`config.mk`:
```
export PLATFORM = sky130hd
export DESIGN_NAME = fetch_pc_gen
export DESIGN_NICKNAME = d
export VERILOG_FILES = /design/src/rtl/fetch_pc_gen.sv
export SDC_FILE = /design/constraint.sdc
export NUM_CORES = 1
export LEC_CHECK = 0
export ABC_CLOCK_PERIOD_IN_PS = 3600
export CORE_ASPECT_RATIO = 2
export CORE_MARGIN = 4
export CORE_UTILIZATION = 50
export CTS_CLUSTER_DIAMETER = 150
export DETAILED_ROUTE_END_ITERATION = 10
export GPL_TIMING_DRIVEN = 0
export PLACE_DENSITY = 0.81
export SKIP_CTS_REPAIR_TIMING = 1
export SLEW_MARGIN = 30
export SYNTH_ARGS = -nofsm -noshare
export SYNTH_HDL_FRONTEND = slang
export SYNTH_SLANG_ARGS = --single-unit
```
`constraint.sdc`:
```
create_clock -name clk -period 3.6 [get_ports clk]
set_clock_uncertainty 0.15 [all_clocks]
set_input_delay 0.72 -clock clk [delete_from_list [all_inputs] [get_ports clk]]
set_output_delay 0.72 -clock clk [all_outputs]
set_load 0.005 [all_outputs]
```
`src/rtl/fetch_pc_gen.sv`:
```
// Fetch PC generator with a small fetch queue recording per-fetch predictions.
// Picks next fetch PC from redirects (exception > mispredict > prediction).
//
// Ports:
//   clk, rstn                   clock, async active-low reset
//   ifReady                     I-cache accepts ifPC this cycle
//   pdPC, pdBranch, pdReason    predictor result for the current ifPC
//   exVld, exWrong, exPCTar     EX branch resolution / mispredict target
//   excVld, excPC               exception / ertn redirect
//   idReady                     decode consumes the queue head
//   ifVld, ifPC                 fetch request to I-cache and predictor
//   flush                       one-cycle pulse after any redirect
//   fqVld, fqPC, fqBranch,
//   fqReason, fqTarget          queue head and its recorded prediction

module fetch_pc_gen #(
    parameter int                    ADDR_WIDTH = 32,
    parameter logic [ADDR_WIDTH-1:0] RESET_PC   = 32'h1C000000,
    parameter int                    FQ_DEPTH   = 4
) (
    input  logic                  clk,
    input  logic                  rstn,
    input  logic                  ifReady,
    input  logic [ADDR_WIDTH-1:0] pdPC,
    input  logic                  pdBranch,
    input  logic                  pdReason,
    input  logic                  exVld,
    input  logic                  exWrong,
    input  logic [ADDR_WIDTH-1:0] exPCTar,
    input  logic                  excVld,
    input  logic [ADDR_WIDTH-1:0] excPC,
    input  logic                  idReady,
    output logic                  ifVld,
    output logic [ADDR_WIDTH-1:0] ifPC,
    output logic                  flush,
    output logic                  fqVld,
    output logic [ADDR_WIDTH-1:0] fqPC,
    output logic                  fqBranch,
    output logic                  fqReason,
    output logic [ADDR_WIDTH-1:0] fqTarget
);

    // FQ_DEPTH must be a power of two, at least 2.
    localparam int PW = $clog2(FQ_DEPTH);

    localparam logic [PW:0]           DEPTH_C = (PW+1)'(FQ_DEPTH);
    localparam logic [PW:0]           CNT_ONE = (PW+1)'(1);
    localparam logic [PW-1:0]         PTR_ONE = PW'(1);
    localparam logic [ADDR_WIDTH-4:0] HI_ONE  = (ADDR_WIDTH-3)'(1);
    localparam logic [ADDR_WIDTH-1:0] ALIGN_MASK = ~(ADDR_WIDTH'(3));

    typedef enum logic [1:0] {
        S_BOOT  = 2'd0,
        S_FETCH = 2'd1,
        S_HOLD  = 2'd2
    } state_t;

    state_t                r_state;
    logic [ADDR_WIDTH-1:0] r_pc;
    logic                  r_ifvld;
    logic                  r_flush;

    logic [ADDR_WIDTH-1:0] r_fq_pc [FQ_DEPTH];
    logic                  r_fq_br [FQ_DEPTH];
    logic                  r_fq_rs [FQ_DEPTH];
    logic [ADDR_WIDTH-1:0] r_fq_tg [FQ_DEPTH];
    logic [PW-1:0]         r_wp;
    logic [PW-1:0]         r_rp;
    logic [PW:0]           r_cnt;

    logic                  w_accept;
    logic                  w_mis;
    logic                  w_redir;
    logic [ADDR_WIDTH-1:0] w_tgt;
    logic [ADDR_WIDTH-1:0] w_tgt_al;
    logic                  w_fqvld;
    logic                  w_full;
    logic                  w_pop;
    logic                  w_push;
    logic [PW:0]           w_cnt_nxt;
    logic [ADDR_WIDTH-1:0] w_seq_pc;
    logic [ADDR_WIDTH-1:0] w_nxt_pc;

    // A mispredict during BOOT refers to nothing we fetched: ignore it.
    assign w_accept = r_ifvld & ifReady;
    assign w_mis    = exVld & exWrong & (r_state != S_BOOT);
    assign w_redir  = excVld | w_mis;
    assign w_tgt    = excVld ? excPC : exPCTar;
    assign w_tgt_al = w_tgt & ALIGN_MASK;

    // A redirect kills the queue, so same-cycle push/pop are dropped.
    assign w_fqvld = (r_cnt != '0);
    assign w_full  = (r_cnt == DEPTH_C);
    assign w_pop   = w_fqvld & idReady & ~w_redir;
    assign w_push  = w_accept & ~w_redir & (~w_full | w_pop);

    // Sequential fetch moves to the next 8-byte pair; wraps silently.
    assign w_seq_pc = {r_pc[ADDR_WIDTH-1:3] + HI_ONE, 3'b000};
    assign w_nxt_pc = pdBranch ? pdPC : w_seq_pc;

    always_comb begin
        w_cnt_nxt = r_cnt;
        case ({w_push, w_pop})
            2'b10:   w_cnt_nxt = r_cnt + CNT_ONE;
            2'b01:   w_cnt_nxt = r_cnt - CNT_ONE;
            default: w_cnt_nxt = r_cnt;
        endcase
    end

    // Fetch control. HOLD is chosen from the post-edge count so a
    // request is never offered while the queue has no free slot.
    always_ff @(posedge clk or negedge rstn) begin
        if (!rstn) begin
            r_state <= S_BOOT;
            r_pc    <= RESET_PC;
            r_ifvld <= 1'b0;
            r_flush <= 1'b0;
        end else begin
            r_flush <= w_redir;
            if (w_redir) begin
                r_pc    <= w_tgt_al;
                r_state <= S_FETCH;
                r_ifvld <= 1'b1;
            end else begin
                case (r_state)
                    S_BOOT: begin
                        r_state <= S_FETCH;
                        r_ifvld <= 1'b1;
                    end
                    S_FETCH: begin
                        if (w_push) begin
                            r_pc <= w_nxt_pc;
                        end
                        if (w_cnt_nxt == DEPTH_C) begin
                            r_state <= S_HOLD;
                            r_ifvld <= 1'b0;
                        end else begin
                            r_ifvld <= 1'b1;
                        end
                    end
                    S_HOLD: begin
                        if (w_cnt_nxt != DEPTH_C) begin
                            r_state <= S_FETCH;
                            r_ifvld <= 1'b1;
                        end
                    end
                    default: begin
                        r_state <= S_BOOT;
                        r_ifvld <= 1'b0;
                    end
                endcase
            end
        end
    end

    // Fetch queue: circular buffer with explicit occupancy count.
    always_ff @(posedge clk or negedge rstn) begin
        if (!rstn) begin
            r_wp  <= '0;
            r_rp  <= '0;
            r_cnt <= '0;
            for (int i = 0; i < FQ_DEPTH; i++) begin
                r_fq_pc[i] <= '0;
                r_fq_br[i] <= 1'b0;
                r_fq_rs[i] <= 1'b0;
                r_fq_tg[i] <= '0;
            end
        end else if (w_redir) begin
            r_wp  <= '0;
            r_rp  <= '0;
            r_cnt <= '0;
        end else begin
            if (w_push) begin
                r_fq_pc[r_wp] <= r_pc;
                r_fq_br[r_wp] <= pdBranch;
                r_fq_rs[r_wp] <= pdReason;
                r_fq_tg[r_wp] <= pdPC;
                r_wp          <= r_wp + PTR_ONE;
            end
            if (w_pop) begin
                r_rp <= r_rp + PTR_ONE;
            end
            r_cnt <= w_cnt_nxt;
        end
    end

    assign ifVld    = r_ifvld;
    assign ifPC     = r_pc;
    assign flush    = r_flush;

    // Head fields are forced to zero when the queue is empty.
    assign fqVld    = w_fqvld;
    assign fqPC     = w_fqvld ? r_fq_pc[r_rp] : '0;
    assign fqBranch = w_fqvld & r_fq_br[r_rp];
    assign fqReason = w_fqvld & r_fq_rs[r_rp];
    assign fqTarget = w_fqvld ? r_fq_tg[r_rp] : '0;

endmodule

```
==> impl_metrics.json <==
{
  "status": "complete, but fails checks",
  "violations": "negative hold slack",
  "cts_max_level": 1,
  "synth_fa_ha_area_share_pct": 0.636,
  "setup_viol": 0,
  "drt_iter0_drc": 1002,
  "synth_xor_area_share_pct": 0.937,
  "dr.pass1.iters": 6,
  "antenna_found_initial": 2,
  "reg2reg_from": "r_cnt[1]$_DFF_PN0_",
  "synth_cell_types": 53,
  "fmax_mhz": 282,
  "ys_async_sr_fraction_pct": 100,
  "coreArea_um2": 29500,
  "cp-startpoint": "r_rp[1]$_DFFE_PN0P_",
  "report.final.slew_viol_count": 0,
  "crit_arrival_ps": 2670,
  "synth_compound_area_share_pct": 4.56,
  "drive_gt1_share_pct": 33.0,
  "synth_ff_type": "dfrtp_1",
  "yosys-mux-area-fraction_pct": 30.4,
  "layout.nets": 1437,
  "worstSetupPathType": "reg -> out",
  "yosys_warnings": 0,
  "hold_viol_final": 38,
  "crit_path_cell_trace": "clkbuf_2 -> buf_2 -> mux4_2 -> and2_1 -> clkdlybuf4s50_1",
  "dpl.hpwl_um": 32600,
  "synth_top_family_by_area": "multiplexers",
  "grt_pass1_vias": 11300,
  "leakage_nw": 7.99,
  "crit_fanout": 10,
  "numPortBuffers": 199,
  "cellPowerDensity_nw_per_um2": 505,
  "synth_nets": 1206,
  "drv_cap": 0,
  "std_cell_rows": 89,
  "clk_pin_slew_worst_paths_ps": 70,
  "reg2reg_depth": 11,
  "ys_ff_latch": 307,
  "wire_per_inst_um": 25.5,
  "synth-simple-area-share_pct": 8.47,
  "crit_path_end_kind": "output port",
  "grt_max_degree": 91,
  "gp_congestion": 0.948,
  "yosysSeqAreaShare_pct": 51.4,
  "crit_family": "buffers and inverters",
  "cp-start-kind": "flip-flop",
  "cts_root_buf": "clkbuf_16",
  "grtUsageTotal_pct": 26.5,
  "stdcell_count": 1710,
  "crit_cells": 5,
  "min_path_type": "in -> async",
  "grt_overflow_total": 0,
  "min_period_ps": 3540,
  "required_ps": 2730,
  "holdWs_ps": -19.8,
  "slowest_delay_ps": 440,
  "cts-buffers-inserted": 26,
  "cts.path.max_buffers": 3,
  "n_fill_cell": 2196,
  "die_w_um": 130,
  "initial_utilization_pct": 50.7,
  "vdd_drop_max_v": 0.000445,
  "grt_pass1_wl_um": 65500,
  "via_per_inst": 6.22,
  "cp-endpoint": "fqTarget[19]",
  "crit_slowest_cell": "clkdlybuf4s50_1",
  "place_ws_ps": -1000,
  "cts_tree": "done",
  "r2r_slack_ps": 130,
  "worst_slew_pin_slew_ps": 759,
  "synthCells": 1094,
  "setup_slack_ps": 56.5,
  "synth_edf_count": 0,
  "r2r-end": "ifVld$_DFFE_PN0P_",
  "utilization_pct": 62.5,
  "wl_um": 43600,
  "placedCellCount": 1661,
  "final_cell_mix": "dfrtp_1 (302), mux2_2 (264), clkdlybuf4s50_1 (196)",
  "syn_avg_cell_area_um2": 13.7,
  "path_buf_inv": 3,
  "cts_num_sinks": 307,
  "pin_count": 206,
  "area_delta_synth_final_pct": 23.2,
  "num_vias": 10600,
  "die_area_um2": 32900,
  "min_period_over_period_pct": 98.4,
  "fp.dieH_um": 253,
  "final_common_cell": "dfrtp_1",
  "insertion_delay_ps": 560,
  "drcViolationCount": 0,
  "power.total_mw": 9.31,
  "syn_area_um2": 15000,
  "ant_nets": 0,
  "slew_headroom_pct": 49.4
}
[final cells by class]
class	count	area, um2	area share [%]
inverter	13	51.3	0.278
timing repair buffer	206	2120	11.5
clock inverter	7	62.6	0.339
tap	364	455	2.47
buffer	89	526	2.85
multi-input combinational	682	6760	36.7
antenna	1	2.50	0.0136
clock buffer	41	768	4.17
sequential	307	7690	41.7
[report_power, final]
group / switching, mW / leakage (nW) / internal (mW)
Clock: 1.26 / 0.407 / 1.54
Combinational: 0.760 / 3.66 / 1.17
Sequential: 0.424 / 3.92 / 4.16
[per-stage QoR]
stage / area [um2] / TNS [ps]
floorplan: 15000 / 0
global placement: 17400 / -3306950
detailed placement: 17500 / -3370
CTS: 18300 / -29570
global route: 18400 / -63.1
finish: 18400 / 0
[worst min-delay path by stage]
stage	end	cells after the start	slack, ps
floorplan	flush$_DFF_PN0_	0	270
CTS	r_fq_pc[106]$_DFFE_PN0P_	1	-3
global placement	r_fq_pc[61]$_DFFE_PN0P_	1	330
global route	r_fq_pc[74]$_DFFE_PN0P_	1	5
detailed placement	r_fq_pc[23]$_DFFE_PN0P_	1	340
finish	r_fq_pc[74]$_DFFE_PN0P_	1	-20
[per-layer routing]
metal  part of all wire, %  up-vias  track usage, %
met3                   6.7      153            3.38
met1                    34     5438            30.7
met2                    52      518            45.6
met5                 0.030        -               0
met4                   7.2        2            16.8
li1                      -     4531               -
[sequential cells by signal, summed over array words and instances, names as in the netlist]
| name | flops |
|---|---|
| r_fq_pc | 128 |
| r_fq_rs | 4 |
| ifPC | 32 |
| r_cnt | 3 |
| r_wp | 2 |
| r_fq_tg | 128 |
| r_rp | 2 |
| r_fq_br | 4 |
| ifVld | 1 |
| r_state | 2 |
| flush | 1 |
[cells in the mapped netlist (2+ instances only)]
| cell type | count | area, um2 |
|---|---|---|
| and4_1 | 3 | 26.3 |
| mux4_2 | 66 | 1490 |
| and3_1 | 17 | 106 |
| dfstp_2 | 3 | 78.8 |
| buf_2 | 20 | 100 |
| nor3_1 | 8 | 40.0 |
| and2_1 | 67 | 419 |
| buf_1 | 5 | 18.8 |
| mux2_2 | 264 | 2970 |
| o31a_1 | 4 | 35.0 |
| mux2i_1 | 9 | 90.1 |
| or3_1 | 12 | 75.1 |
| nand4_1 | 19 | 119 |
| nand3_1 | 31 | 155 |
| a211oi_1 | 2 | 15.0 |
| nor4_2 | 2 | 25.0 |
| ha_1 | 6 | 75.1 |
| o211ai_1 | 8 | 60.1 |
| xor2_1 | 9 | 78.8 |
| a22oi_1 | 2 | 15.0 |
| a222oi_1 | 7 | 70.1 |
| nor2_1 | 26 | 97.6 |
| a31o_2 | 2 | 17.5 |
| o221ai_1 | 2 | 17.5 |
| dfrtp_1 | 304 | 7610 |
| nand2_1 | 33 | 124 |
| inv_1 | 12 | 45.0 |
| buf_6 | 16 | 180 |
| o21ai_0 | 19 | 95.1 |
| a21oi_1 | 17 | 85.1 |
| clkbuf_1 | 51 | 191 |
| a31oi_1 | 4 | 25.0 |
| a221oi_1 | 18 | 158 |
| xnor2_1 | 7 | 61.3 |
[kinds of logic (layout without fill, tap and decap cells)]
group / count (synthesis) / count (layout)
buf+inv: 105 / 356
other cells: 0 / 1
compound gates: 94 / 94
xor+xnor: 16 / 16
fa+ha+maj: 7 / 7
mux: 339 / 339
simple gates: 226 / 226
flops: 307 / 307
No activity file was read; power rests on OpenSTA's default activity.
